--- src/rtl/gcm_pkg.sv ---
`default_nettype none
// +----------------------------------------------------------------------------+
// | Package     : gcm_pkg                                                      |
// | Description : Shared constants, FSM state encoding and length-block        |
// |               builder for the GHASH input formatter.                       |
// | Revision    : 1.0 - initial release                                        |
// +----------------------------------------------------------------------------+
package gcm_pkg;

  // GHASH block width; the formatter only supports 128-bit blocks.
  localparam int GCM_NB_BLOCK = 128;
  // Width of each bit-length counter.
  localparam int GCM_NB_LEN   = 64;

  typedef enum logic [1:0] {
    ST_IDLE = 2'd0,
    ST_AAD  = 2'd1,
    ST_TEXT = 2'd2,
    ST_LEN  = 2'd3
  } fmt_state_t;

  // Final GHASH block: len(A) in the upper half, len(C) in the lower half.
  function automatic logic [2*GCM_NB_LEN-1:0] build_len_block(
    input logic [GCM_NB_LEN-1:0] len_a,
    input logic [GCM_NB_LEN-1:0] len_c
  );
    return {len_a, len_c};
  endfunction

endpackage
`default_nettype wire

--- src/rtl/ghash_block_pad.sv ---
`default_nettype none
// +----------------------------------------------------------------------------+
// | Module      : ghash_block_pad                                              |
// | Description : Combinational zero-pad of one big-endian GHASH block.        |
// |               Keeps the first i_nbytes bytes (byte 0 at the MSBs) and      |
// |               clears the rest; i_nbytes = 0 means the block is full.       |
// | Ports       : i_block  - raw block                                         |
// |               i_nbytes - bytes to keep (0 = 16)                            |
// |               o_block  - padded block                                      |
// | Revision    : 1.0 - initial release                                        |
// +----------------------------------------------------------------------------+
module ghash_block_pad
  import gcm_pkg::*;
#(
  parameter int NB_BLOCK = GCM_NB_BLOCK
) (
  input  logic [NB_BLOCK-1:0] i_block,
  input  logic [3:0]          i_nbytes,
  output logic [NB_BLOCK-1:0] o_block
);

  logic [NB_BLOCK-1:0] w_low_ones;
  logic [NB_BLOCK-1:0] w_keep;

  always_comb begin
    // Ones below the kept bytes; inverting gives the mask of kept MSBs.
    w_low_ones = {NB_BLOCK{1'b1}} >> {i_nbytes, 3'b000};
    w_keep     = (i_nbytes == 4'd0) ? {NB_BLOCK{1'b1}} : ~w_low_ones;
  end

  assign o_block = i_block & w_keep;

endmodule
`default_nettype wire

--- src/rtl/ghash_input_formatter.sv ---
`default_nettype none
// +----------------------------------------------------------------------------+
// | Module      : ghash_input_formatter                                        |
// | Description : Feeds the multi-block GHASH stage. Accepts AAD then          |
// |               ciphertext words, zero-pads partial blocks, counts bit       |
// |               lengths and appends the len(A)||len(C) block. All outputs    |
// |               are registered; one cycle latency, one bubble only when the  |
// |               length block needs its own word.                             |
// | Ports       : i_clock/i_reset (sync, active-high)                          |
// |               i_data_bus, i_valid, i_sop, i_is_aad, i_seg_last, i_eop,     |
// |               i_blk_mask, i_last_nbytes  - input word stream               |
// |               o_ready                    - input handshake                 |
// |               o_data_x_bus, o_valid, o_sop, o_skip_bus, o_last - to GHASH  |
// |               o_proto_err                - sticky protocol error           |
// | Options     : GHASH_FMT_PROTOCOL_CHECK_EN enables protocol checking; when  |
// |               undefined o_proto_err is 0. NB_BLOCK must be 128.            |
// | Revision    : 1.0 - initial release                                        |
// +----------------------------------------------------------------------------+
module ghash_input_formatter
  import gcm_pkg::*;
#(
  parameter int NB_BLOCK      = GCM_NB_BLOCK,
  parameter int N_BLOCKS      = 2,
  parameter int LOG2_N_BLOCKS = 1,
  parameter int NB_DATA       = N_BLOCKS * NB_BLOCK,
  parameter int NB_LEN        = GCM_NB_LEN
) (
  input  logic                i_clock,
  input  logic                i_reset,
  input  logic [NB_DATA-1:0]  i_data_bus,
  input  logic                i_valid,
  input  logic                i_sop,
  input  logic                i_is_aad,
  input  logic                i_seg_last,
  input  logic                i_eop,
  input  logic [N_BLOCKS-1:0] i_blk_mask,
  input  logic [3:0]          i_last_nbytes,
  output logic                o_ready,
  output logic [NB_DATA-1:0]  o_data_x_bus,
  output logic                o_valid,
  output logic                o_sop,
  output logic [N_BLOCKS-1:0] o_skip_bus,
  output logic                o_last,
  output logic                o_proto_err
);

  fmt_state_t          state_q, state_d;
  logic [NB_LEN-1:0]   len_a_q, len_a_d;
  logic [NB_LEN-1:0]   len_c_q, len_c_d;
  logic                ready_q, ready_d;
  logic                valid_q, valid_d;
  logic                sop_q, sop_d;
  logic                last_q, last_d;
  logic [N_BLOCKS-1:0] skip_q, skip_d;
  logic [NB_DATA-1:0]  data_q, data_d;
  logic                proto_err_q, proto_err_d;

  logic                  w_word_last;
  logic [N_BLOCKS-1:0]   w_top;
  logic [3:0]            w_blk_nbytes [N_BLOCKS];
  logic [NB_DATA-1:0]    w_padded;
  logic [NB_LEN-1:0]     w_contrib;
  logic [LOG2_N_BLOCKS:0] w_nvalid;
  logic                  w_has_free;
  logic                  w_fire;
  logic                  w_viol;
  logic                  w_accept;
  logic [NB_LEN-1:0]     w_base_a;
  logic [NB_LEN-1:0]     w_base_c;

  // The last word of either segment carries the partial-byte count.
  assign w_word_last = i_seg_last | i_eop;

  // Per-block padding; only the highest valid block of a segment's last
  // word can be partial, invalid blocks are zeroed.
  for (genvar k = 0; k < N_BLOCKS; k++) begin : g_pad
    logic [NB_BLOCK-1:0] w_blk_out;

    if (k == N_BLOCKS - 1) begin : g_top_hi
      assign w_top[k] = i_blk_mask[k];
    end else begin : g_top_lo
      assign w_top[k] = i_blk_mask[k] & ~i_blk_mask[k+1];
    end

    assign w_blk_nbytes[k] = (w_word_last && w_top[k]) ? i_last_nbytes : 4'd0;

    ghash_block_pad #(
      .NB_BLOCK (NB_BLOCK)
    ) u_pad (
      .i_block  (i_data_bus[k*NB_BLOCK +: NB_BLOCK]),
      .i_nbytes (w_blk_nbytes[k]),
      .o_block  (w_blk_out)
    );

    assign w_padded[k*NB_BLOCK +: NB_BLOCK] = i_blk_mask[k] ? w_blk_out : '0;
  end

  // Bit contribution of this word and number of valid blocks.
  always_comb begin
    w_contrib = '0;
    w_nvalid  = '0;
    for (int k = 0; k < N_BLOCKS; k++) begin
      if (i_blk_mask[k]) begin
        w_nvalid = w_nvalid + {{LOG2_N_BLOCKS{1'b0}}, 1'b1};
        if (w_blk_nbytes[k] != 4'd0) begin
          w_contrib = w_contrib + {{(NB_LEN-7){1'b0}}, w_blk_nbytes[k], 3'b000};
        end else begin
          w_contrib = w_contrib + NB_LEN'(NB_BLOCK);
        end
      end
    end
  end

  // Mask is contiguous from bit 0, so the lowest free slot index equals
  // the number of valid blocks.
  assign w_has_free = (int'(w_nvalid) < N_BLOCKS);

  assign w_fire = i_valid & ready_q;

`ifdef GHASH_FMT_PROTOCOL_CHECK_EN
  logic [N_BLOCKS:0] w_mask_inc;
  logic              w_contig;

  assign w_mask_inc = {1'b0, i_blk_mask} + {{N_BLOCKS{1'b0}}, 1'b1};
  // Contiguous-from-0 masks have no bit in common with mask+1.
  assign w_contig   = (({1'b0, i_blk_mask} & w_mask_inc) == '0);

  assign w_viol = ((state_q == ST_IDLE) && !i_sop)
                | ((state_q != ST_IDLE) && i_sop)
                | ((state_q == ST_TEXT) && i_is_aad)
                | !w_contig
                | ((i_blk_mask == '0) && !i_eop)
                | (!w_word_last && (i_blk_mask != {N_BLOCKS{1'b1}}));
`else
  assign w_viol = 1'b0;
`endif

  assign w_accept = w_fire & ~w_viol;

  // Counters restart at the first word of a message.
  assign w_base_a = i_sop ? '0 : len_a_q;
  assign w_base_c = i_sop ? '0 : len_c_q;

  always_comb begin
    state_d     = state_q;
    len_a_d     = len_a_q;
    len_c_d     = len_c_q;
    ready_d     = 1'b1;
    valid_d     = 1'b0;
    sop_d       = 1'b0;
    last_d      = 1'b0;
    skip_d      = {N_BLOCKS{1'b1}};
    data_d      = '0;
    proto_err_d = proto_err_q | (w_fire & w_viol);

    if (state_q == ST_LEN) begin
      // Stand-alone length word after a full i_eop word.
      valid_d                = 1'b1;
      last_d                 = 1'b1;
      data_d[0 +: NB_BLOCK]  = build_len_block(len_a_q, len_c_q);
      skip_d[0]              = 1'b0;
      state_d                = ST_IDLE;
    end else if (w_accept) begin
      if (i_is_aad) begin
        len_a_d = w_base_a + w_contrib;
        len_c_d = w_base_c;
      end else begin
        len_a_d = w_base_a;
        len_c_d = w_base_c + w_contrib;
      end

      valid_d = 1'b1;
      sop_d   = i_sop;
      data_d  = w_padded;
      skip_d  = ~i_blk_mask;

      if (i_eop) begin
        if (w_has_free) begin
          for (int k = 0; k < N_BLOCKS; k++) begin
            if (int'(w_nvalid) == k) begin
              data_d[k*NB_BLOCK +: NB_BLOCK] = build_len_block(len_a_d, len_c_d);
              skip_d[k]                      = 1'b0;
            end
          end
          last_d  = 1'b1;
          state_d = ST_IDLE;
        end else begin
          ready_d = 1'b0;
          state_d = ST_LEN;
        end
      end else if (i_is_aad && !i_seg_last) begin
        state_d = ST_AAD;
      end else begin
        state_d = ST_TEXT;
      end
    end
  end

  always_ff @(posedge i_clock) begin
    if (i_reset) begin
      state_q     <= ST_IDLE;
      len_a_q     <= '0;
      len_c_q     <= '0;
      ready_q     <= 1'b1;
      valid_q     <= 1'b0;
      sop_q       <= 1'b0;
      last_q      <= 1'b0;
      skip_q      <= {N_BLOCKS{1'b1}};
      data_q      <= '0;
      proto_err_q <= 1'b0;
    end else begin
      state_q     <= state_d;
      len_a_q     <= len_a_d;
      len_c_q     <= len_c_d;
      ready_q     <= ready_d;
      valid_q     <= valid_d;
      sop_q       <= sop_d;
      last_q      <= last_d;
      skip_q      <= skip_d;
      data_q      <= data_d;
      proto_err_q <= proto_err_d;
    end
  end

  assign o_ready      = ready_q;
  assign o_valid      = valid_q;
  assign o_sop        = sop_q;
  assign o_last       = last_q;
  assign o_skip_bus   = skip_q;
  assign o_data_x_bus = data_q;
  assign o_proto_err  = proto_err_q;

endmodule
`default_nettype wire

--- config.mk ---
export PLATFORM = sky130hd
export DESIGN_NAME = ghash_input_formatter
export DESIGN_NICKNAME = d
export VERILOG_FILES = /design/src/rtl/gcm_pkg.sv /design/src/rtl/ghash_block_pad.sv /design/src/rtl/ghash_input_formatter.sv
export SDC_FILE = /design/constraint.sdc
export NUM_CORES = 1
export LEC_CHECK = 0
export CELL_PAD_IN_SITES_DETAIL_PLACEMENT = 1
export CELL_PAD_IN_SITES_GLOBAL_PLACEMENT = 2
export CORE_MARGIN = 5
export CORE_UTILIZATION = 25
export CTS_CLUSTER_SIZE = 12
export DETAILED_ROUTE_END_ITERATION = 10
export HOLD_SLACK_MARGIN = 0.12
export PLACE_DENSITY_LB_ADDON = 0.05
export SKIP_LAST_GASP = 1
export SLEW_MARGIN = 10
export SYNTH_ARGS = -nofsm -noshare
export SYNTH_HDL_FRONTEND = slang
export SYNTH_SLANG_ARGS = --single-unit
--- constraint.sdc ---
create_clock -name i_clock -period 4.1 [get_ports i_clock]
set_input_delay 0.41 -clock i_clock [delete_from_list [all_inputs] [get_ports i_clock]]
set_output_delay 0.41 -clock i_clock [all_outputs]
set_load 0.02 [all_outputs]
==> impl_results.md, run 1 <==
- Outcome: finished, final reports clean
- Core box area: 78610 um^2
- Tot Pwr: 9.981 mW
- Critical Path Source Type: primary input
- Fin crit period: 3984 ps
- XOR/XNOR share of the synthesized area: 0.05193
- Post-CTS Hold Buffers: 0
- Pleak: 10.61 nW
- Crit-path max FO: 5
- Worst-path cell chain: clkdlybuf4s50_1 -> or4_1 -> and3_1 -> mux2_2 -> ha_1 -> fa_1 -> a21oi_1 -> o21ai_2 -> buf_4 -> nand3_1 -> buf_4 -> nor3_1 -> buf_4 -> xnor2_1 -> o22ai_1
- Num CTS Buffers: 50
- Total gr overflow: 0
- Worst Max-Slew Pin Slew: 1110 ps
- Pwr Density: 334.5 nW/um^2
- Tcrit/Tclk final: 0.9717
- # clock sinks: 392
- Starting density of the core: 0.2510
- Placed wire-length estimate: 83400 um
- Req. time, crit path: 4530 ps
- Clk pin slew, worst setup/hold paths: 60 ps
- Num rows: 103
- VDD IR-drop max: 0.3511 mV
- Slew margin rel.: 0.2597
- Post-synth EDFFs: 0
- Gr usage total: 0.2470
- Max Freq: 251.0 MHz
- Dpl cells: 4109
- Layout Nets: 3406
- First-pass GRT wire length: 159800 um
- Final TNS setup: 0 ps
- P&R area growth vs syn: 51.21%
- Slowest CP cell: or4_1
- Crit path top cell by count: buf_4
- Footprint of the multi-input gates: 11400 um^2
- Die Y: 290.9 um
- Root Driver: clkbuf_16
- Max_cap viols: 0
- Share of cells above drive strength 1: 0.1387
- Biggest area consumer among synthesized cells: dfxtp_1
- CTS tree: done
- Global placer's final weighted congestion: 0.8570
- Wire length per cell: 26.19 um
- Via count: 22210
- DRT Pass-1 Iters: 5
- DRC Markers: 0
- Register area: 7848 um^2
- Synth top area share: 0.3977
- H-tree depth: 2
- Final setup fails: 0
- Largest family of logic cells by synthesized area: simple AND/OR/NAND/NOR gates
- Mapped cell area: 19730 um^2
- Avg Cell Area, Syn: 8.057 um^2
- Final hold violations: 0
- Most frequent cell after synthesis: dfxtp_1
- Antenna violations before repair: 14
- Sequential area share after synthesis: 0.3977
- IO Count: 532
- RSZ-0062 raised after global routing: yes
- Post-synthesis compound-gate area fraction: 0.2283
- Clock Path Buffers: 3
- Count of pins over their slew limit: 0
- Placed Instance Area: 27960 um^2
- Finished Layout Cells: 4209
- CP max stage delay: 610 ps
- Async SR Flop Fraction: 0
- Setup crit end kind: flip-flop
- Adder-cell share of the synthesized area: 0.01636
- Synthesized Nets: 2742
- Clk_lat worst skew: 600 ps
- Worst min-delay path class: primary input to flip-flop
- Die area: 84650 um^2
- Ys flop type: dfxtp_1
- Routed Wire Length: 110200 um
- Critical path class: primary input to flip-flop
- Fill cell count: 9184
- Area contributors post-synth: dfxtp_1 (40%), nand2_1 (5.9%), o21ai_0 (5.7%)
- Syn. warnings: 0
- Die width: 290.9 um
- Buffers on Ports: 530
- Mux share of post-synthesis cell area: 0.01636
- Synth top cells by count: dfxtp_1 (392), nand2_1 (310), o21ai_0 (226)
- Cells after Synth: 2449
- Simple-Gate Fraction of Synth Area: 0.2481
- Vias in the first global route: 23340
- Vias per inst: 5.277
- Critical path data arrival time: 4410 ps
- Setup Skew: 31.67 ps
- Routed Antenna Nets: 0
- Initial detailed-routing violation count: 1376
- Count of cell types in the netlist: 80
- Post-route cell area: 29840 um^2
- FF+latch count, synth: 392
- Largest net degree at the start of global routing: 81
-- power by group --
group,switching (mW),internal (mW)
registers,0.0366,3.89
clock network,1.85,2.93
logic,0.700,0.577
total,2.59,7.39
-- cell usage in the layout, fill, tap and decap left out, types with 18 or more instances in the layout --
cell               n
nor2b_1           68
xnor2_1           80
a21o_1            19
a21oi_1          126
and3_1            39
nor3_1            53
mux2i_1           21
or4_1             20
buf_4            259
dfxtp_1          392
nand4_1           46
o22ai_1           59
clkbuf_16         51
o21ai_0          223
nand2_1          306
a22o_1            18
a31oi_1           55
nor2_1           162
xor2_1            32
clkdlybuf4s50_1  524
nor4_1            18
a22oi_1           99
and2_1            23
or3_1             44
nand3_1           78
-- cells by family (layout without fill, tap and decap cells) --
group / Yosys count / in the layout
fa+ha+maj: 24 / 24
flops: 392 / 392
buf+inv: 204 / 906
xor+xnor: 117 / 117
mux: 31 / 31
other cells: 1 / 9
compound gates: 718 / 718
simple gates: 962 / 962
-- worst max-delay path, delay by kind of cell --
kind            cells  cell delay [ps]
simple gates        4             1090
xor+xnor            1              250
mux                 1              340
compound gates      3              560
buf+inv             4             1000
fa+ha+maj           2              760
-- area by class of cell --
| type | instances | area share |
|---|---|---|
| clock inverter | 17 | 0.008974 |
| tap | 1050 | 0.04403 |
| timing repair buffer | 799 | 0.2493 |
| antenna | 8 | 0.0006709 |
| clock buffer | 73 | 0.04956 |
| multi-input combinational | 1853 | 0.3821 |
| sequential | 392 | 0.2630 |
| inverter | 17 | 0.002306 |
-- flip-flops by register name, indices dropped and copies added, names as in the netlist --
name,count
len_c_q,64
o_last,1
o_ready,1
o_valid,1
len_a_q,64
o_sop,1
o_data_x_bus,256
state_q,2
o_skip_bus,2
-- layer usage --
| layer | global-route usage | vias up | wire [um] |
|---|---|---|---|
| li1 | - | 10280 | - |
| met1 | 0.3309 | 11150 | 49840 |
| met2 | 0.4098 | 646 | 51490 |
| met3 | 0.05402 | 126 | 6545 |
| met4 | 0.05498 | 8 | 2306 |
| met5 | 0 | - | 55 |
-- metrics by stage --
stage	util	setup WS [ps]	hold WS (ps)
after floorplan	-	21.31	439.4
after global placement	0.3557	-702.7	461.5
after detailed placement	0.3557	-762.5	470.2
after CTS	0.3782	34.87	144.4
after global routing	0.3794	-37.52	182.8
final	0.3796	115.9	199.5
-- timing repair --
item                                    in CTS  in global routing
setup buffers                                0                  1
gates cloned                                 0                  1
endpoints found under the setup margin      41                195
pin swaps                                    1                  4
gates resized for setup                      7                 16
-- path summary, 6_finish.rpt --
path                    start                end  slack (ps)  depth (start not counted)
max          i_last_nbytes[1]  o_data_x_bus[101]         120                         15
min                   i_reset        len_c_q[33]         200                          2
min reg2reg        len_a_q[5]         len_a_q[5]         480                          2
max reg2reg        len_a_q[3]  o_data_x_bus[113]        1120                         11
(Power assumes the default switching activity.)
==> run 2, diff against run 1 <==
--- a/config.mk
+++ b/config.mk
@@ -8,7 +8,7 @@
 export CELL_PAD_IN_SITES_DETAIL_PLACEMENT = 1
 export CELL_PAD_IN_SITES_GLOBAL_PLACEMENT = 2
 export CORE_MARGIN = 5
-export CORE_UTILIZATION = 25
+export CORE_UTILIZATION = 28
 export CTS_CLUSTER_SIZE = 12
 export DETAILED_ROUTE_END_ITERATION = 10
 export HOLD_SLACK_MARGIN = 0.12
==> constraint.sdc (replaced) <==
create_clock -name i_clock -period 3.9 [get_ports i_clock]
set_input_delay 0.39 -clock i_clock [delete_from_list [all_inputs] [get_ports i_clock]]
set_output_delay 0.39 -clock i_clock [all_outputs]
set_load 0.02 [all_outputs]
==> impl_results.md, run 2 (synthesis results as in run 1) <==
- Slew margin rel.: 0.2339 (-0.02586)
- Root Driver: clkbuf_16
- Max Freq: 264.4 MHz
- Crit-path max FO: 6 (+1)
- Worst r2r src: len_a_q[38]
- Vias in the first global route: 23100 (-1.0%)
- Die Y: 275.5 um (-5.3%)
- Most frequent cells in the layout: clkdlybuf4s50_1 (521), dfxtp_1 (392), nand2_1 (305), buf_4 (265), o21ai_0 (222)
- Setup Skew: 19.48 ps (-12.19 ps)
- CTS tree: done
- Utilization after layout: 0.4266 (+0.04700)
- Fill cell count: 8155 (-11%)
- Reg2reg path depth: 6 (-5)
- Num rows: 97 (-5.8%)
- Worst Max-Slew Pin Slew: 1144 ps (+33.45 ps)
- Wire length per cell: 25.79 um (-1.5%)
- Tcrit/Tclk final: 0.9699
- Hold Path Stages: 2 (unchanged)
- Initial detailed-routing violation count: 1480 (+7.6%)
- Tot Pwr: 10.30 mW (+3.2%)
- Most common cell after layout, fill and taps aside: clkdlybuf4s50_1
- Vias per inst: 5.411 (+2.5%)
- Critical path data arrival time: 4230 ps (-180 ps)
- Largest net degree at the start of global routing: 60 (-26%)
- DRC Markers: 0 (unchanged)
- Starting density of the core: 0.2823 (+0.03126)
- Hold Startpoint: i_reset
- Req. time, crit path: 4350 ps (-180 ps)
- Clock Path Buffers: 3 (unchanged)
- H-tree depth: 2 (unchanged)
- Antenna violations before repair: 6 (-8)
- Routed Antenna Nets: 0 (unchanged)
- Crit path top cell by count: buf_4
- Buffers on Ports: 530 (unchanged)
- Total gr overflow: 0 (unchanged)
- # clock sinks: 392 (unchanged)
- Placed Instance Area: 27900 um^2 (-0.22%)
- Routed Wire Length: 105800 um (-4.1%)
- Post-CTS Hold Buffers: 0 (unchanged)
- Final TNS setup: 0 ps (unchanged)
- Placed wire-length estimate: 80350 um (-3.7%)
- Max_cap viols: 0 (unchanged)
- Share of cells above drive strength 1: 0.1473 (+0.008606)
- Die width: 275.5 um (-5.3%)
- Worst-path cell chain: clkdlybuf4s50_1 -> or4_4 -> and3_2 -> mux2_2 -> ha_1 -> fa_1 -> a21oi_2 -> o21a_2 -> nor3_4 -> buf_4 -> buf_4 -> nand4_1 -> xor2_1 -> o22ai_1
- Final setup fails: 0 (unchanged)
- Via count: 22190 (-0.095%)
- IO Count: 532 (unchanged)
- Critical path class: primary input to flip-flop
- Setup crit end kind: flip-flop
- Final hold violations: 0 (unchanged)
- VDD IR-drop max: 0.2960 mV (-16%)
- Gr usage total: 0.2654 (+0.01840)
- Layout Nets: 3414 (+0.23%)
- Count of pins over their slew limit: 0 (unchanged)
- Pleak: 10.70 nW (+0.78%)
- Crit path from: i_last_nbytes[3]
- Worst min-delay path class: primary input to flip-flop
- Outcome: finished, final reports clean
- Post-route cell area: 29820 um^2 (about the same)
- Core box area: 69910 um^2 (-11%)
- Die area: 75880 um^2 (-10%)
- Num CTS Buffers: 49 (-2.0%)
- CP max stage delay: 540 ps (-70 ps)
- Max FFs per register: 256 (unchanged)
- Clk pin slew, worst setup/hold paths: 60 ps (about the same)
- Pwr Density: 345.4 nW/um^2 (+3.3%)
- Critical Path Source Type: primary input
- Fin crit period: 3783 ps
- First-pass GRT wire length: 153500 um (-4.0%)
- Global placer's final weighted congestion: 0.8994 (+4.9%)
- Slowest CP cell: or4_4
- Clk_lat worst skew: 610 ps (about the same)
- P&R area growth vs syn: 51.12% (about the same)
- DRT Pass-1 Iters: 5 (unchanged)
run 2: worst paths after layout:
check,to,slack (ps)
min reg2reg,len_a_q[5],480
max reg2reg,len_a_q[48],980
min,len_c_q[14],200
max,o_data_x_bus[123],120
run 2: where the power goes:
part / internal [mW] / total (mW) / switching, mW
Sequential: 4.09 / 4.13 / 0.0384
Combinational: 0.619 / 1.35 / 0.732
Clock: 2.87 / 4.82 / 1.96
Total: 7.57 / 10.3 / 2.73
run 2: layer usage:
| metal | track usage | share of wire | wire length (um) | vias to the layer above |
|---|---|---|---|---|
| met5 | 0 | 0.00012 | 13 | - |
| met2 | 0.4378 | 0.46 | 48980 | 683 |
| met1 | 0.3615 | 0.45 | 47740 | 11090 |
| met4 | 0.06115 | 0.022 | 2317 | 2 |
| li1 | - | - | - | 10290 |
| met3 | 0.04937 | 0.063 | 6713 | 119 |
run 2: what timing repair did:
item,4_1_cts,5_1_grt
buffers inserted,4,2
pin swaps,3,10
setup endpoints to repair,280,220
gates cloned,0,1
endpoints found under the hold margin,0,0
resized for setup,24,26
run 2: worst max-delay path: cells and delay by family:
| kind | cells | cell delay (ps) |
|---|---|---|
| adder cells (fa/ha/maj) | 2 | 760 |
| AO/OA/AOI/OAI | 3 | 680 |
| multiplexers | 1 | 330 |
| XOR/XNOR | 1 | 210 |
| buffers and inverters | 3 | 780 |
| AND/OR/NAND/NOR | 4 | 1070 |
run 2: final cells by class:
class	instances	area, um^2	area share
timing repair buffer	808	7516	0.2520
multi-input combinational	1853	11530	0.3868
tap	940	1176	0.03944
inverter	17	71.32	0.002392
antenna	4	10.01	0.0003357
clock buffer	67	1416	0.04750
sequential	392	7848	0.2632
clock inverter	20	247.7	0.008308
run 2: metrics by stage:
stage	setup slack [ps]	hold slack [ps]	instances
3_5_place_dp	-996.7	473.3	4003
3_3_place_gp	-900.0	463.0	4003
5_1_grt	-4.285	198.6	4098
4_1_cts	-17.18	163.2	4094
6_report	117.4	198.1	4101
2_1_floorplan	-134.3	439.4	2449
